--- config.mk ---
export PLATFORM = sky130hd
export DESIGN_NAME = init_fsm
export DESIGN_NICKNAME = d
export VERILOG_FILES = /design/src/rtl/init_pkg.sv /design/src/rtl/init_timer.sv /design/src/rtl/init_fsm.sv
export SDC_FILE = /design/constraint.sdc
export NUM_CORES = 1
export LEC_CHECK = 0
export ABC_AREA = 1
export BUFFER_PORTS_ARGS = -buffer_cell sky130_fd_sc_hd__buf_2
export CORE_AREA = 2 2 39 41
export CTS_CLUSTER_SIZE = 25
export DETAILED_ROUTE_END_ITERATION = 8
export DIE_AREA = 0 0 41 43
export PLACE_DENSITY = 0.79
export SLEW_MARGIN = 30
export SYNTH_ARGS = -nofsm -noshare
export SYNTH_HDL_FRONTEND = slang
export SYNTH_SLANG_ARGS = --single-unit
--- constraint.sdc ---
create_clock -name Ck -period 3.5 [get_ports Ck]
set_clock_uncertainty 0.05 [all_clocks]
set_input_delay 0.175 -clock Ck [delete_from_list [all_inputs] [get_ports Ck]]
set_output_delay 0.175 -clock Ck [all_outputs]
set_load 0.01 [all_outputs]
--- src/rtl/init_pkg.sv ---
// Shared types and default timing constants for the irrigation init sequencer.
package init_pkg;

  typedef enum logic [2:0] {
    S_IDLE    = 3'd0,
    S_CHK_LVL = 3'd1,
    S_PRIME   = 3'd2,
    S_PRESS   = 3'd3,
    S_DONE    = 3'd4,
    S_FAULT   = 3'd5
  } init_state_t;

  localparam int PRIME_CYC_DEF = 4;
  localparam int LEVEL_TO_DEF  = 6;
  localparam int PRESS_TO_DEF  = 8;
  localparam int RETRY_MAX_DEF = 2;

endpackage

--- src/rtl/init_timer.sv ---
// Loadable down-counter that parks at zero; expire flags the last cycle of a window.
module init_timer #(
  parameter int W = 4
) (
  input  logic         Ck,
  input  logic         Clr,
  input  logic         load,
  input  logic [W-1:0] load_val,
  output logic         expire
);

  logic [W-1:0] cnt;

  always_ff @(posedge Ck) begin
    if (Clr)
      cnt <= '0;
    else if (load)
      cnt <= load_val;
    else if (cnt != '0)
      cnt <= cnt - 1'b1;
  end

  assign expire = (cnt == W'(1));

endmodule

--- src/rtl/init_fsm.sv ---
// Irrigation init sequencer: level check, pump prime, pressurize with retry.
// state     | meaning
// IDLE      | waiting for schedule enable H1
// CHK_LVL   | waiting for reservoir level OK, bounded by LEVEL_TO
// PRIME     | pump on for PRIME_CYC cycles
// PRESS     | pump on, valve open, waiting for line pressure, bounded by PRESS_TO
// DONE      | ready, O6 low releases the operation stage
// FAULT     | sticky alarm until operator acknowledge I3
module init_fsm
  import init_pkg::*;
#(
  parameter int PRIME_CYC = PRIME_CYC_DEF,
  parameter int LEVEL_TO  = LEVEL_TO_DEF,
  parameter int PRESS_TO  = PRESS_TO_DEF,
  parameter int RETRY_MAX = RETRY_MAX_DEF
) (
  input  logic Ck,
  input  logic Clr,
  input  logic H1,
  input  logic I1,
  input  logic I2,
  input  logic I3,
  output logic O1,
  output logic O2,
  output logic O4,
  output logic O5,
  output logic O6
);

  localparam int TMAX_A = (PRIME_CYC > LEVEL_TO) ? PRIME_CYC : LEVEL_TO;
  localparam int TMAX   = (TMAX_A > PRESS_TO) ? TMAX_A : PRESS_TO;
  localparam int TW     = $clog2(TMAX + 1);
  localparam int RW     = (RETRY_MAX < 1) ? 1 : $clog2(RETRY_MAX + 1);
  localparam logic [RW-1:0] RMAX = RW'(RETRY_MAX);

  init_state_t   state, nxt;
  logic [RW-1:0] retry, retry_nxt;
  logic [TW-1:0] ld_val;
  logic          expire;
  logic          load;

  always_ff @(posedge Ck) begin
    if (Clr) begin
      state <= S_IDLE;
      retry <= '0;
    end else begin
      state <= nxt;
      retry <= retry_nxt;
    end
  end

  always_comb begin
    nxt       = state;
    retry_nxt = retry;
    // Losing the schedule enable outranks every success or timeout.
    if (state != S_IDLE && state != S_FAULT && !H1) begin
      nxt       = S_IDLE;
      retry_nxt = '0;
    end else begin
      case (state)
        S_IDLE:    if (H1) nxt = S_CHK_LVL;
        S_CHK_LVL: begin
          if (I1)          nxt = S_PRIME;
          else if (expire) nxt = S_FAULT;
        end
        S_PRIME:   if (expire) nxt = S_PRESS;
        S_PRESS: begin
          if (I2) begin
            nxt = S_DONE;
          end else if (expire) begin
            if (retry < RMAX) begin
              nxt       = S_PRIME;
              retry_nxt = retry + 1'b1;
            end else begin
              nxt = S_FAULT;
            end
          end
        end
        S_DONE:    nxt = S_DONE;
        S_FAULT: begin
          if (I3) begin
            nxt       = S_IDLE;
            retry_nxt = '0;
          end
        end
        default:   nxt = S_IDLE;
      endcase
    end
  end

  // Timer reloads on every state entry; states without a window park it at zero.
  always_comb begin
    ld_val = '0;
    case (nxt)
      S_CHK_LVL: ld_val = TW'(LEVEL_TO);
      S_PRIME:   ld_val = TW'(PRIME_CYC);
      S_PRESS:   ld_val = TW'(PRESS_TO);
      default:   ld_val = '0;
    endcase
  end

  assign load = (nxt != state);

  init_timer #(.W(TW)) u_timer (
    .Ck       (Ck),
    .Clr      (Clr),
    .load     (load),
    .load_val (ld_val),
    .expire   (expire)
  );

  always_comb begin
    O1 = 1'b0;
    O2 = 1'b0;
    O4 = 1'b0;
    O5 = 1'b0;
    O6 = 1'b1;
    case (state)
      S_PRIME: O1 = 1'b1;
      S_PRESS: begin
        O1 = 1'b1;
        O2 = 1'b1;
      end
      S_DONE: begin
        O5 = 1'b1;
        O6 = 1'b0;
      end
      S_FAULT: O4 = 1'b1;
      default: ;
    endcase
  end

endmodule

==> key figures <==
Logic synthesis
  – Cell with the most instances after synthesis: nand2_1
  – Synthesized Nets: 126
  – Yosys top cell by area: dfxtp_1
  – Syn_area_per_cell: 6.42 sq um
  – Post-synth EDFFs: 0
  – Register area share after synthesis: 24.0%
  – Post-synth top cells: nand2_1, inv_1, nand2_2, nor2_1
  – Netlist cell types: 21
  – Yosys reg bits: 9
  – Async set-reset flop share out of synthesis: 0%
  – Top cell type's share of synthesized area: 24.0%
  – Most used flip-flop cell after synthesis: dfxtp_1
  – Mapped Area: 751 sq um
  – Syn Inst Count: 117
  – Area contributors post-synth: dfxtp_1, nand2_1, nand2_2
  – Yosys warns: 0

Route
  – Met3 wire length: 37 um
  – Wire length on met1: 739 um
  – WL/cell: 10.6 um
  – Via Count: 742
  – Top Layer Used: met4
  – Initial DRC Count: 13
  – # DRC: 0
  – DRT Pass-1 Iters: 4
  – Routed Antenna Nets: 0
  – Met2 Wirelength: 748 um
  – WL final: 1570 um
  – DR vias/cell: 5.05

Hold path
  – Min-Delay Path Class: in2reg

Setup path
  – Critical path type: reg2reg
  – Reg2reg start: u_timer.cnt[1]
  – Setup crit start: u_timer.cnt[1]
  – Worst-case reg-to-reg path depth: 12
  – Worst path arrival time: 1.90 ns
  – Worst R2R Setup Slack: 1.71 ns
  – Reg-to-reg endpoint: u_timer.cnt[1]
  – Startpoint types: flop
  – CP required: 3.61 ns
  – Setup crit end kind: flop
  – CP endpoint: u_timer.cnt[1]
  – Crit Path Max Fanout: 4

Pwr
  – Switch share: 44.7%
  – Leakage: 0.439 nW
  – Pwr/cell area: 549 mW/mm^2
  – Max rail drop VDD: 0.396 mV
  – Comb power frac: 51.1%
  – Clk pwr share: 16.7%
  – P_int: 257 uW
  – Sw Pwr: 208 uW
  – Flop pwr share: 32.2%

Clock network
  – Clock Pin Slew Worst Setup and Hold Paths: 0.06 ns
  – Clk Latency, worst-skew pair: 0.26 ns
  – CTS sink cnt: 9
  – Cts hold-fix bufs: 0
  – Clk buf depth: 2
  – CTS tree: done
  – Number of CTS-inserted buffers: 3
  – CTS root buf: clkbuf_4
  – Setup bufs post-CTS: 0
  – H-tree depth: 1
  – Cells resized by post-CTS repair: 0

Die
  – Placement Rows: 14
  – Core area: 0.00138 sq mm
  – IO Pins: 11
  – Area of the die: 0.00176 sq mm
  – Initial Util: 54.2%
  – Die X: 41 um
  – Die height: 43 um

STA
  – Fmax: 559 MHz
  – Tcrit/Tclk final: 51.2%
  – Relative slew slack: 83.0%
  – Fin crit period: 1.79 ns
  – Setup TNS: 0 ns
  – Hold Fails Final Rpt: 0
  – RSZ-0062 raised after global routing: no
  – Finish-stage setup viols: 0
  – Worst slew pin tran: 0.254 ns
  – Setup slack after layout: 1.71 ns
  – Final Slew Violations: 0

Finish
  – NumNets Final: 141
  – N_diodes: 0
  – Layout cell share with drive strength beyond 1: 29.0%
  – Cell area after layout: 847 sq um
  – P&R area growth vs syn: 12.8%

Placement
  – DPL Wire Length: 1280 um
  – GP Congestion: 0.901
  – Pre-CTS setup slack: 1.73 ns
  – Placed Area: 821 sq um
  – PortBufs: 10

GRT
  – Vias in the first global route: 628
  – Grt ovf: 0
  – Largest net degree at the start of global routing: 11
  – Tot GR Track Use: 21.3%
  – Initial antenna violation count: 0
  – First-pass GRT wire length: 2530 um

Outcome
  – Status: finished, final reports clean

Job
  – Max Cap Viol: 0
## placed cells by master, fill, tap and decap left out, types with 3 or more instances in the layout
cell type and n:
nor2_1 11, inv_1 14, buf_2 10, nand4_1 6, clkbuf_4 3, nand2_2 11, inv_2 4, dfxtp_1 9
a21oi_1 4, nand2_1 30, nand3_1 9, ha_1 3
## area by class of cell
class                   instances  area [sq um]
multi-input cells              90           503
inverters                      18          67.6
clock buffers                   4          26.3
flip-flops and latches          9           180
repair buffers                 10          50.0
fillers                       146           537
well taps                      16          20.0
## routing by layer
layer,vias up,global-route usage [%]
li1,402,-
met1,324,26.2
met2,11,33.4
met3,5,1.57
met4,0,14.0
met5,-,0
## power groups by stage
stage / clock network, mW / registers [mW] / logic [mW]
CTS: 0.0814 / 0.150 / 0.237
finish: 0.0777 / 0.150 / 0.238
detailed placement: 0 / 0.152 / 0.234
global route: 0.0836 / 0.153 / 0.273
floorplan: 0 / 0.147 / 0.193
global placement: 0 / 0.150 / 0.231
## metrics by stage
step,hold slack [ns],std cells,utilization (%),power [mW]
2_1_floorplan,0.197,117,-,0.339
3_3_place_gp,0.381,143,59.3,0.382
3_5_place_dp,0.381,143,59.3,0.385
4_1_cts,0.104,147,61.2,0.468
5_1_grt,0.119,147,61.2,0.509
6_report,0.117,147,61.2,0.465
## flip-flops by register name (all words and copies together), names as in the netlist
name         cells
u_timer.cnt      4
retry            2
state            3
## how the worst min path moves through the flow
stage / end / start / cells after the start / slack (ns)
2_1_floorplan: state[0] / Clr / 1 / 0.20
3_3_place_gp: state[0] / Clr / 2 / 0.38
3_5_place_dp: state[2] / Clr / 2 / 0.38
4_1_cts: state[2] / Clr / 2 / 0.10
5_1_grt: u_timer.cnt[0] / Clr / 2 / 0.12
6_report: state[2] / Clr / 2 / 0.12
## worst max-delay path: stages (launching register included)
cell and delay [ns]:
dfxtp_1 0.35, inv_1 0.08, ha_1 0.19, nand2_1 0.14, nand2_1 0.07, nand2_1 0.07, nand4_2 0.16, nand2_2 0.11
nand2_1 0.06, nand2_2 0.09, nand4_1 0.12, nor2_1 0.13, nor2_1 0.06
## cell families (layout without fill, tap and decap cells)
kind of cell | Yosys count | after routing | synth area share (%)
XOR/XNOR | 2 | 2 | 2.33
adder cells (fa/ha/maj) | 3 | 3 | 5.00
AND/OR/NAND/NOR | 78 | 78 | 53.5
AO/OA/AOI/OAI | 7 | 7 | 6.17
buffers and inverters | 18 | 32 | 9.00
flip-flops | 9 | 9 | 24.0
(Power assumes the default switching activity.)
